## src/rtl/fpga_id_pkg.sv

```systemverilog
// Shared types and constants for the FPGA identification ROM reader.
package fpga_id_pkg;

    typedef enum logic [1:0] {
        SCAN_ISSUE = 2'd0,
        SCAN_WAIT  = 2'd1,
        IDLE       = 2'd2,
        RD_WAIT    = 2'd3
    } fpga_id_rd_state_t;

    localparam logic [31:0] FPGA_ID_MAGIC          = 32'h4554_4F4E;
    localparam int          FPGA_ID_RD_LATENCY_DEF = 2;

    // Width of a down-counter that must hold RD_LATENCY-1.
    function automatic int lat_cnt_width(input int rd_latency);
        return $clog2(rd_latency + 1);
    endfunction

endpackage

```

## src/rtl/fpga_id_rd_seq.sv

```systemverilog
// Single ROM read sequencer: registers the address on start and flags the
// cycle in which rom_rd_data is valid, RD_LATENCY clocks after start.
module fpga_id_rd_seq
    import fpga_id_pkg::*;
#(
    parameter int A_WIDTH    = 8,
    parameter int RD_LATENCY = FPGA_ID_RD_LATENCY_DEF
) (
    input  logic               clk,
    input  logic               rst_n,
    input  logic               start,
    input  logic [A_WIDTH-1:0] addr,
    output logic [A_WIDTH-1:0] rom_rd_addr,
    output logic               data_valid
);

    localparam int CW = lat_cnt_width(RD_LATENCY);

    logic [CW-1:0] cnt;
    logic          busy;

    // A new start always wins, so a caller can re-issue without draining.
    always_ff @(posedge clk or negedge rst_n) begin
        if (!rst_n) begin
            rom_rd_addr <= '0;
            cnt         <= '0;
            busy        <= 1'b0;
        end else if (start) begin
            rom_rd_addr <= addr;
            cnt         <= CW'(RD_LATENCY - 1);
            busy        <= 1'b1;
        end else if (busy) begin
            if (cnt == '0) busy <= 1'b0;
            else           cnt  <= cnt - 1'b1;
        end
    end

    assign data_valid = busy && (cnt == '0);

endmodule

```

## src/rtl/fpga_id_reader.sv

```systemverilog
// Scans the ID ROM after reset (magic check + checksum), then serves
// single-word CPU reads through an Avalon-MM slave port.
module fpga_id_reader
    import fpga_id_pkg::*;
#(
    parameter int                 D_WIDTH    = 32,
    parameter int                 A_WIDTH    = 8,
    parameter int                 RD_LATENCY = FPGA_ID_RD_LATENCY_DEF,
    parameter int                 SCAN_WORDS = 16,
    parameter logic [D_WIDTH-1:0] MAGIC      = D_WIDTH'(FPGA_ID_MAGIC)
) (
    input  logic               clk_i,
    input  logic               rst_n_i,
    output logic [A_WIDTH-1:0] rom_rd_addr_o,
    input  logic [D_WIDTH-1:0] rom_rd_data_i,
    input  logic [A_WIDTH-1:0] amm_address_i,
    input  logic               amm_read_i,
    output logic               amm_waitrequest_o,
    output logic [D_WIDTH-1:0] amm_readdata_o,
    output logic               amm_readdatavalid_o,
    input  logic               rescan_i,
    output logic               scan_done_o,
    output logic               id_valid_o,
    output logic [D_WIDTH-1:0] checksum_o,
    output fpga_id_rd_state_t  dbg_state_o
);

    localparam logic [A_WIDTH-1:0] LAST_IDX = A_WIDTH'(SCAN_WORDS - 1);

    fpga_id_rd_state_t  state;
    logic [A_WIDTH-1:0] index;
    logic [D_WIDTH-1:0] acc;
    logic               magic_hit;
    logic               rescan_pend;
    logic               seq_start;
    logic [A_WIDTH-1:0] seq_addr;
    logic               seq_valid;
    logic               last_word;
    logic               word_match;

    assign last_word   = (index == LAST_IDX);
    assign word_match  = (rom_rd_data_i == MAGIC);
    assign dbg_state_o = state;

    // Avalon handshake: a read is accepted on a clock edge where amm_read_i is
    // high and amm_waitrequest_o was low during the preceding cycle; the data
    // follows as a single-cycle amm_readdatavalid_o pulse.
    always_comb begin
        seq_start = 1'b0;
        seq_addr  = index;
        unique case (state)
            SCAN_ISSUE: seq_start = 1'b1;
            SCAN_WAIT: begin
                seq_start = seq_valid && !last_word && !rescan_i;
                seq_addr  = index + 1'b1;
            end
            IDLE: begin
                seq_start = amm_read_i && !rescan_i;
                seq_addr  = amm_address_i;
            end
            default: seq_start = 1'b0;
        endcase
    end

    fpga_id_rd_seq #(
        .A_WIDTH    (A_WIDTH),
        .RD_LATENCY (RD_LATENCY)
    ) u_rd_seq (
        .clk         (clk_i),
        .rst_n       (rst_n_i),
        .start       (seq_start),
        .addr        (seq_addr),
        .rom_rd_addr (rom_rd_addr_o),
        .data_valid  (seq_valid)
    );

    always_ff @(posedge clk_i or negedge rst_n_i) begin
        if (!rst_n_i) begin
            state               <= SCAN_ISSUE;
            index               <= '0;
            acc                 <= '0;
            magic_hit           <= 1'b0;
            rescan_pend         <= 1'b0;
            amm_waitrequest_o   <= 1'b1;
            amm_readdata_o      <= '0;
            amm_readdatavalid_o <= 1'b0;
            scan_done_o         <= 1'b0;
            id_valid_o          <= 1'b0;
            checksum_o          <= '0;
        end else begin
            amm_readdatavalid_o <= 1'b0;
            unique case (state)
                SCAN_ISSUE: begin
                    scan_done_o <= 1'b0;
                    rescan_pend <= 1'b0;
                    state       <= SCAN_WAIT;
                end
                SCAN_WAIT: begin
                    if (rescan_i) begin
                        state <= SCAN_ISSUE;
                        index <= '0;
                        acc   <= '0;
                    end else if (seq_valid) begin
                        acc <= acc + rom_rd_data_i;
                        if (index == '0) magic_hit <= word_match;
                        if (last_word) begin
                            // Published results only change here, so they stay stable during a rescan.
                            state             <= IDLE;
                            amm_waitrequest_o <= 1'b0;
                            scan_done_o       <= 1'b1;
                            checksum_o        <= acc + rom_rd_data_i;
                            id_valid_o        <= (index == '0) ? word_match : magic_hit;
                        end else begin
                            index <= index + 1'b1;
                        end
                    end
                end
                IDLE: begin
                    if (rescan_i) begin
                        state             <= SCAN_ISSUE;
                        index             <= '0;
                        acc               <= '0;
                        amm_waitrequest_o <= 1'b1;
                    end else if (amm_read_i) begin
                        state             <= RD_WAIT;
                        amm_waitrequest_o <= 1'b1;
                    end
                end
                RD_WAIT: begin
                    if (rescan_i) rescan_pend <= 1'b1;
                    if (seq_valid) begin
                        amm_readdata_o      <= rom_rd_data_i;
                        amm_readdatavalid_o <= 1'b1;
                        if (rescan_pend || rescan_i) begin
                            state <= SCAN_ISSUE;
                            index <= '0;
                            acc   <= '0;
                        end else begin
                            state             <= IDLE;
                            amm_waitrequest_o <= 1'b0;
                        end
                    end
                end
                default: state <= SCAN_ISSUE;
            endcase
        end
    end

endmodule
```

## config.mk

```make
export PLATFORM = sky130hd
export DESIGN_NAME = fpga_id_reader
export DESIGN_NICKNAME = d
export VERILOG_FILES = /design/src/rtl/fpga_id_pkg.sv /design/src/rtl/fpga_id_rd_seq.sv /design/src/rtl/fpga_id_reader.sv
export SDC_FILE = /design/constraint.sdc
export NUM_CORES = 1
export LEC_CHECK = 0
export CAP_MARGIN = 10
export CORE_AREA = 2 2 153 155
export DETAILED_ROUTE_END_ITERATION = 10
export DIE_AREA = 0 0 155 157
export DONT_BUFFER_PORTS = 1
export PLACE_DENSITY = 0.46
export REMOVE_ABC_BUFFERS = 1
export SLEW_MARGIN = 15
export SYNTH_ARGS = -nofsm -noshare
export SYNTH_HDL_FRONTEND = slang
export SYNTH_SLANG_ARGS = --single-unit
```

## constraint.sdc

```tcl
create_clock -name clk_i -period 2.87 [get_ports clk_i]
set_input_delay 0.574 -clock clk_i [delete_from_list [all_inputs] [get_ports clk_i]]
set_output_delay 0.574 -clock clk_i [all_outputs]
set_load 0.02 [all_outputs]
```

# Word level (Yosys, flattened, before mapping)
# Cells that the tools add are included.
# op_classes
add_sub_neg,3
mul,0
div_mod_pow,0
n_lt_le_gt_ge,0
eq_ne,18
n_shift,0
muxes,46
bitwise,1
n_reduce_logical,24
# ops
cell,count
$mux W32,5
$pmux W32 S3,1
$mux W8,6
$add A32 B32 Y32,1
$eq A32 B31 Y1 const B,1
$pmux W8 S3,1
$mux W2,10
$ne A2 B2 Y1 const B,9
$mux W1,17
$pmux W8 S2,1
$ne A3 B3 Y1 const B,4
$reduce_and A4 Y1,3
$add A8 B1 Y8 const B,1
$eq A8 B4 Y1 const B,1
$logic_not A8 Y1,1
$pmux W2 S4,1
$reduce_and A7 Y1,1
$pmux W1 S3,2
$reduce_and A2 Y1,3
$reduce_and A6 Y1,1
$reduce_bool A2 Y1,3
$reduce_and A5 Y1,1
$eq A2 B2 Y1 const B,2
$logic_and A1 B1 Y1,4
other kinds (9),12
# totals
register_bits,123
latch_bits,0
ramBits,0
romBits,0
output_inout_bits,78
elab_cells,106
memories,0

# Depth between registers and ports, before layout
# Gate-level depths: netlist of the first run.
# depth
depth_word,7
ltp_mapped,11
ltp_nobuf,11

# Cells and area by module
# A second synthesis of the first run with hierarchy kept.
# unflattened
cells_unflattened,650
hier_area_um2,6824.0
# modules_own_cells
module,n_inst,cells_each,area_each_um2,seq_area_each_um2
fpga_id_reader,1,619,6377.4,2803.9
fpga_id_rd_seq,1,31,446.7,275.3

# Worst setup path after synthesis of the first run
# OpenSTA, ideal clock, no wires.
# synth_timing
kind,input-to-reg
start,input rom_rd_data_i[4]
end,register acc[31]
t_arrival_ps,2870
required_time_ps,2787
slack_ps,-83
cell_stages,10
path_cell_list,ha_1 -> and2_4 -> a221oi_2 -> a21oi_2 -> o2111ai_2 -> a21oi_2 -> o2111ai_1 -> or4b_4 -> or4_1 -> o21ai_0
# synth_via
elab_chain_len,4
# synth_rtl
element,line_no,text
from (decl),fpga_id_reader.sv:15,"input logic [D_WIDTH-1:0] rom_rd_data_i,"
$add A32 B32 Y32,fpga_id_reader.sv:104,acc <= acc + rom_rd_data_i;
$mux W32,fpga_id_reader.sv:103,end else if (seq_valid) begin
$mux W32,fpga_id_reader.sv:99,if (rescan_i) begin
$pmux W32 S3,fpga_id_reader.sv:92,unique case (state)
to (signal assigned),fpga_id_reader.sv:104,
to (decl),fpga_id_reader.sv:32,logic [D_WIDTH-1:0] acc;
# Every way passes these cells. The select of a mux whose other input is x is not followed.
# A chain may end at the register's enable or synchronous reset.

# Worst setup path after layout of the first run
# layout_timing
start,register acc[8]
end,register acc[31]
# layout_via
elab_chain_len,4
# layout_rtl
element,line_no
$add A32 B32 Y32,fpga_id_reader.sv:104
$mux W32,fpga_id_reader.sv:103
$mux W32,fpga_id_reader.sv:99
$pmux W32 S3,fpga_id_reader.sv:92
# Every way passes these cells. The select of a mux whose other input is x is not followed.

==> results of run 1 <==
registers in the layout (all words and copies together), names as in the netlist:
| name | count |
|---|---|
| acc | 32 |
| amm_readdata_o | 32 |
| checksum_o | 32 |
| index | 8 |
| u_rd_seq.rom_rd_addr | 8 |
| dbg_state_o | 2 |
| u_rd_seq.cnt | 2 |
| amm_readdatavalid_o | 1 |
| amm_waitrequest_o | 1 |
| id_valid_o | 1 |
| magic_hit | 1 |
| rescan_pend | 1 |
| scan_done_o | 1 |
| u_rd_seq.busy | 1 |
worst max-delay path, stage by stage (launching register included):
cell,delay [ps]
dfrtp_1,420
ha_4,290
and3_4,190
nand4_1,100
a21oi_2,190
o2111ai_2,180
a21oi_2,220
nor4_1,80
or4b_4,540
or4_1,410
o21ai_1,100
placed cells by master (no fill, tap or decap), types with 3 or more instances in the layout:
| cell type | instances |
|---|---|
| nand4_1 | 5 |
| clkbuf_8 | 5 |
| o21a_1 | 3 |
| o21ai_0 | 57 |
| inv_1 | 20 |
| ha_4 | 5 |
| nor2_1 | 27 |
| nor3_1 | 5 |
| o21bai_1 | 5 |
| nand3_1 | 10 |
| a21oi_1 | 29 |
| xnor2_1 | 18 |
| and2_1 | 4 |
| nand2_1 | 79 |
| a211oi_1 | 4 |
| mux2_2 | 55 |
| a21o_1 | 18 |
| o21ai_1 | 4 |
| nor4bb_1 | 3 |
| xor2_1 | 10 |
| and3_1 | 4 |
| a22oi_1 | 7 |
| ha_1 | 32 |
| a21oi_2 | 5 |
| o31ai_1 | 13 |
| clkbuf_16 | 17 |
| dfrtp_1 | 122 |
| bufinv_16 | 6 |
| buf_4 | 52 |
| o211a_1 | 3 |
| a22o_1 | 24 |
| nor4b_1 | 3 |
| nand2b_1 | 6 |
| a21o_2 | 3 |
final cells by class:
type	count	area [µm²]
clock inverter	10	209
tap	285	357
timing repair buffer	53	410
multi-input combinational	478	3540
sequential	123	3080
clock buffer	22	494
fill	2174	14300
inverter	20	75.1
power by group through the flow:
| stage | sequential, mW | clock (mW) | combinational (mW) |
|---|---|---|---|
| floorplan | 2.82 | 0 | 2.12 |
| global placement | 2.92 | 0 | 3.03 |
| detailed placement | 2.94 | 0 | 3.07 |
| CTS | 2.91 | 2.63 | 3.10 |
| global route | 2.98 | 2.70 | 3.57 |
| finish | 2.91 | 2.55 | 3.16 |
routing by layer:
layer | up-vias | wire length, µm | share of wire [%]
li1 | 2435 | - | -
met1 | 2468 | 8260 | 45
met3 | 18 | 1130 | 6.2
met4 | 0 | 308 | 1.7
met5 | - | 0 | 0
met2 | 142 | 8490 | 47
what timing repair did:
| action | 4_1_cts | 5_1_grt |
|---|---|---|
| endpoints found under the setup margin | 1 | 17 |
| pin swaps | 2 | 16 |
| resized for setup | 1 | 20 |
| setup buffers | 0 | 2 |
| hold endpoints to repair | 122 | 122 |
worst min path at each step:
stage                                     end  slack [ps]
after floorplan                        acc[0]         280
after global placement    amm_readdatavalid_o         280
after detailed placement  amm_readdatavalid_o         280
after CTS                 amm_readdatavalid_o        -180
after global routing      amm_readdatavalid_o        -180
final                     amm_readdatavalid_o        -150
through the flow:
| step | setup TNS, ps | power [mW] |
|---|---|---|
| final | 0 | 8.63 |
| after global routing | -60.2 | 9.25 |
| after CTS | 0 | 8.63 |
| after detailed placement | -2030 | 6.01 |
| after global placement | -1720 | 5.95 |
| after floorplan | -2930 | 4.94 |
cells by family after synthesis:
family                     count (synthesis)  share of synthesized area (%)
AOI/OAI and AO/OA                        190                           18.8
and+or+nand+nor                          164                           11.7
DFF                                      123                           46.0
muxes                                     55                           9.26
buffers and inverters                     44                           2.90
adders and majority gates                 39                           7.41
xor gates and xnor gates                  30                           3.93
==> run summary, run 1 <==
TIMING
---------------------------------------------------------------------------------
Shortest period the worst path allows                                     2810 ps
Post-Route Skew                                                           9.24 ps
Minimum hold slack                                                        -151 ps
Final Cycle Share                                                           97.9%
RSZ-0062 raised after global routing                                         true
Final worst setup slack                                                   60.5 ps
Hold Violations, Final                                                        122
Relative slew slack                                                         54.2%
Max-slew violation count                                                        0
Final-report setup violation count                                              0
Highest clock rate                                                      0.356 GHz
Worst Max-Slew Pin Slew                                                    684 ps

WORST SETUP PATH
---------------------------------------------------------------------------------
Worst setup slack for register-to-register paths                            60 ps
Critical path fanouts, max                                                      3
Worst-case reg-to-reg path depth                                               10
Setup crit start                                                           acc[8]
CP endpoint                                                               acc[31]
Critical register-to-register path startpoint                              acc[8]
Element type at the critical path end                                        flop
Crit Reg-Reg Endpoint                                                     acc[31]
Arrival time worst endpoint                                               3150 ps
Critical path start-end classification                               flop to flop
Data required time of the worst path                                      3210 ps
Sort of element at the start of the critical path                            flop

GRT
---------------------------------------------------------------------------------
M3 GR Usage                                                                 4.93%
Pin count of the biggest net entering global routing                          124
Met1 capacity usage during global routing                                   19.6%
Global-route usage over all layers                                          15.5%
Number of antenna violations at the first check in global routing               0
Vias in the first global route                                              5,355
First-pass GRT wire length                                              29,300 µm
Remaining global-route overflow                                                 0
Most congested layer reported by global routing                              met2
Met2 Usage GRT                                                              25.3%

DIE
---------------------------------------------------------------------------------
X dimension of the die                                                     155 µm
Initial Util                                                                29.7%
Die footprint                                                          24,300 µm²
Number of placed I/O pins                                                     122
Die height                                                                 157 µm
Core footprint                                                         22,500 µm²
# rows                                                                         55

FINISH
---------------------------------------------------------------------------------
End-of-flow core utilization                                                36.3%
Final Net Count                                                               776
Antenna Cells                                                                   0
Area growth from synthesis to layout                                        22.1%
Post-route insts no fill                                                      991
Fraction of layout cells with a size suffix above 1                         24.4%
Area of all placed cells without fillers                                 8160 µm²

DETAILED ROUTING
---------------------------------------------------------------------------------
Detail Route Antenna Nets                                                       0
Router iterations before antenna repair                                         4
Vias after detailed routing                                                 5,063
Iteration-0 DRC count of the detailed router                                  304
Detail-routed via count per cell                                             5.11
Number of remaining DRC errors                                                  0
WL per Instance                                                           18.3 µm
Detailed Route WL                                                       18,200 µm

POWER AND IR DROP
---------------------------------------------------------------------------------
Switching power of the nets                                               3.20 mW
Worst supply voltage drop on vdd                                         0.376 mV
Power per unit of standard cell area                                  1060 nW/µm²
Leakage power of the design                                               3.78 nW
Switching part of the total power                                           37.1%
Power share of the sequential group                                         33.7%
Part of the total power dissipated in the clock network                     29.6%
Relative contribution of combinational cells to total power                 36.7%
Internal power consumption                                                5.43 mW

YOSYS
---------------------------------------------------------------------------------
Gate Count Post-Synth                                                         645
Synth top area share                                                        45.7%
Biggest area contributors in the synthesized netlist                 dfrtp_1 46%, mux2_2 9.3%, ha_1 7.1%, o21ai_0 4.6%, nand2_1 4.5%
FF+latch count, synth                                                         123
Commonest cells in the netlist                                       122 x dfrtp_1, 80 x nand2_1, 61 x o21ai_0, 55 x mux2_2, 38 x ha_1
Netlist area before placement                                            6690 µm²
Library cell occupying the most area in the post-synthesis netlist        dfrtp_1
Count of yosys warnings during synthesis                                        0
Library cell with the highest instance count after synthesis              dfrtp_1
Primary flip-flop cell chosen by synthesis mapping                        dfrtp_1
Fraction of the yosys area taken by sequential cells                        46.0%
Fraction of registers with async set or reset after synthesis                100%
Post-Synthesis Mean Instance Area                                        10.4 µm²
EDFF count, synth                                                               0
Number of different library cells in the post-synthesis netlist                58

HOLD PATH
---------------------------------------------------------------------------------
Classification of the worst-slack hold path                          input pin to async pin

PLACED DESIGN
---------------------------------------------------------------------------------
Post-DP Area                                                             7330 µm²
Worst slack, placed                                                       -199 ps
Count of input and output buffers                                               0
Routability cong.                                                           0.869
Placed cell count                                                             957
HPWL after detailed placement                                           13,100 µm

OUTCOME
---------------------------------------------------------------------------------
Failing checks                                                       negative hold slack
Run status                                                           complete, but fails checks

CTS
---------------------------------------------------------------------------------
Cell chosen for the clock root                                          clkbuf_16
Bufs on Longest Clock Path                                                      2
H-tree depth                                                                    4
TritonCTS clock tree                                                         done
Worst-path clk slew                                                         60 ps
Number of buffers added by the clock tree synthesis step                       17
Skew-Pair Late Insertion Delay                                             420 ps
Clock sink total                                                              123

FLOW RUN
---------------------------------------------------------------------------------
Count of maximum capacitance violations                                         0

Note: power is estimated with default switching activity, not from simulation.
==> inputs of run 2 (changes only) <==
--- a/config.mk
+++ b/config.mk
@@ -10,6 +10,7 @@
 export DETAILED_ROUTE_END_ITERATION = 10
 export DIE_AREA = 0 0 155 157
 export DONT_BUFFER_PORTS = 1
+export GPL_TIMING_DRIVEN = 0
 export PLACE_DENSITY = 0.46
 export REMOVE_ABC_BUFFERS = 1
 export SLEW_MARGIN = 15
==> run summary, run 2 (synthesized netlist as in run 1, its figures left out) <==
OUTCOME
--------------------------------------------------------------------------------------
Run status                                                                complete, but fails checks
Failing checks                                                            negative hold slack

DIE
--------------------------------------------------------------------------------------
X dimension of the die                                                          155 µm
Die height                                                                      157 µm
Die footprint                                                               24,300 µm²
# rows                                                                              55
Core footprint                                                              22,500 µm²
Number of placed I/O pins                                                          122
Initial Util                                                                     29.7%

CTS
--------------------------------------------------------------------------------------
Skew-Pair Late Insertion Delay                                                  420 ps
Clock sink total                                                                   123
TritonCTS clock tree                                                              done
Worst-path clk slew                                                              60 ps
H-tree depth                                                                         4
Number of buffers added by the clock tree synthesis step                            17
Bufs on Longest Clock Path                                                           2
Cell chosen for the clock root                                               clkbuf_16

TIMING
--------------------------------------------------------------------------------------
Max-slew violation count                                                             0
Final-report setup violation count                                                   0
Shortest period the worst path allows                                          2850 ps
Hold Violations, Final                                                             122
RSZ-0062 raised after global routing                                              true
Post-Route Skew                                                                12.9 ps
Setup TNS Final                                                                   0 ps
Minimum hold slack                                                             -150 ps
Final Cycle Share                                                                99.4%
Relative slew slack                                                              53.4%
Worst Max-Slew Pin Slew                                                         695 ps
Highest clock rate                                                           0.351 GHz

FINISH
--------------------------------------------------------------------------------------
Fraction of layout cells with a size suffix above 1                              21.6%
Registers with the most flip-flops                                        acc x32, amm_readdata_o x32, checksum_o x32
Leading cell type in the layout, fill and taps excluded                        dfrtp_1
Most used cells in the layout excluding fill and tap cells                122 x dfrtp_1, 79 x nand2_1, 55 x o21ai_0, 55 x mux2_2
Area growth from synthesis to layout                                             19.3%
Final Net Count                                                                    736
Storage cell area                                                             3080 µm²
FILL cells                                                                       2,240
Antenna Cells                                                                        0
Footprint of the multi-input gates                                            3640 µm²

GRT
--------------------------------------------------------------------------------------
Vias in the first global route                                                   5,244
Pin count of the biggest net entering global routing                               124
First-pass GRT wire length                                                   29,000 µm
Number of antenna violations at the first check in global routing                    0
Remaining global-route overflow                                                      0
Global-route usage over all layers                                               15.4%

FLOW RUN
--------------------------------------------------------------------------------------
Count of maximum capacitance violations                                              0

DETAILED ROUTING
--------------------------------------------------------------------------------------
Detail-routed via count per cell                                                  5.18
WL per Instance                                                                18.8 µm
Vias after detailed routing                                                      4,922
Detail Route Antenna Nets                                                            0
Detailed Route WL                                                            17,900 µm
Number of remaining DRC errors                                                       0
Router iterations before antenna repair                                              4
Iteration-0 DRC count of the detailed router                                       200

WORST SETUP PATH
--------------------------------------------------------------------------------------
Sort of element at the start of the critical path                                 flop
Cell chain of the critical path                                           ha_4, and3_4, nand4_1, a21oi_4, o2111ai_4, a21oi_4, nor4_1, or4b_4, or4_1, o21ai_1
Maximum cell stage delay along the critical path                                550 ps
Library cell contributing the largest single delay on the critical path         or4b_4
Critical path start-end classification                                    flop to flop
Critical path fanouts, max                                                           5
Cell repeated most along the worst path                                        a21oi_4
Element type at the critical path end                                             flop
Worst-case reg-to-reg path depth                                                    10
Data required time of the worst path                                           3220 ps
Arrival time worst endpoint                                                    3210 ps

PLACED DESIGN
--------------------------------------------------------------------------------------
Routability cong.                                                                0.858
HPWL after detailed placement                                                12,700 µm
Count of input and output buffers                                                    0

POWER AND IR DROP
--------------------------------------------------------------------------------------
Worst supply voltage drop on vdd                                              0.343 mV
Power per unit of standard cell area                                       1050 nW/µm²
Leakage power of the design                                                    3.60 nW
Total power after layout                                                       8.40 mW

HOLD PATH
--------------------------------------------------------------------------------------
Classification of the worst-slack hold path                               input pin to async pin

run 2: changes by cell type in the layout (fill, tap and decap cells not counted), moves of 2 or more:
cell     before  now
a21oi_4       0    2
ha_1         32   30
a21oi_2       5    2
ha_2          1    3
buf_4        52    9
nor2_2        0    2
o21ai_2       1    3
buf_16        0    2
o21ai_0      57   55
nor2_1       27   24
run 2: per-layer routing:
layer  GRT usage, %  up-vias  routed length, µm
li1               -     2355                  -
met1           19.6     2440               8260
met2           25.5      114               8620
met3           3.94       13                831
met4           5.03        0                194
met5              0        -                  0
run 2: worst max-delay path, delay by kind of cell (launching register included):
family,cells,cell delay [ps]
flip-flops,1,410
AND/OR/NAND/NOR,5,1380
AO/OA/AOI/OAI,4,680
adder cells (fa/ha/maj),1,310
run 2: stage by stage:
| step | utilization (%) | area [µm²] | std cells | setup slack [ps] |
|---|---|---|---|---|
| 6_report | 35.4 | 7980 | 951 | 18.2 |
| 5_1_grt | 35.4 | 7980 | 951 | -78.1 |
| 4_1_cts | 35.2 | 7920 | 948 | 23.0 |
| 3_5_place_dp | 31.3 | 7030 | 910 | -616 |
| 3_3_place_gp | 30.8 | 6930 | 906 | -1960 |
| 2_1_floorplan | - | 6570 | 621 | -166 |
run 2: final cells by class:
cell class	instances	area share, %
clock inverters	10	2.34
inverters	20	0.941
flip-flops and latches	123	38.6
well taps	285	4.47
repair buffers	13	1.98
multi-input cells	478	45.6
clock buffers	22	6.07
run 2: worst paths after layout:
kind / to / slack [ps] / start
max: acc[31] / 20 / acc[8]
min: amm_readdatavalid_o / -150 / rst_n_i
max reg2reg: acc[31] / 20 / acc[8]
min reg2reg: acc[30] / 490 / acc[30]
max in group asynchronous: amm_waitrequest_o / 2770 / rst_n_i
min in group clk_i: amm_readdata_o[22] / 300 / rom_rd_data_i[22]
run 2: repair_timing:
item	in CTS	in global routing
cloned	0	0
resized for setup	31	11
setup endpoints to repair	68	28
endpoints found under the hold margin	122	122
pin swaps	11	3
buffers inserted	6	3
run 2: power by group:
group	total (mW)	switching [mW]	internal, mW
logic	3.03	1.70	1.33
registers	2.91	0.690	2.22
clock network	2.47	0.835	1.63
total	8.40	3.22	5.18
==> inputs of run 3 (changes only) <==
--- a/config.mk
+++ b/config.mk
@@ -7,6 +7,7 @@
 export LEC_CHECK = 0
 export CAP_MARGIN = 10
 export CORE_AREA = 2 2 153 155
+export CTS_CLUSTER_SIZE = 40
 export DETAILED_ROUTE_END_ITERATION = 10
 export DIE_AREA = 0 0 155 157
 export DONT_BUFFER_PORTS = 1
==> results of run 3 <==
Final layout, timing and power as in run 2 (identical DEF).
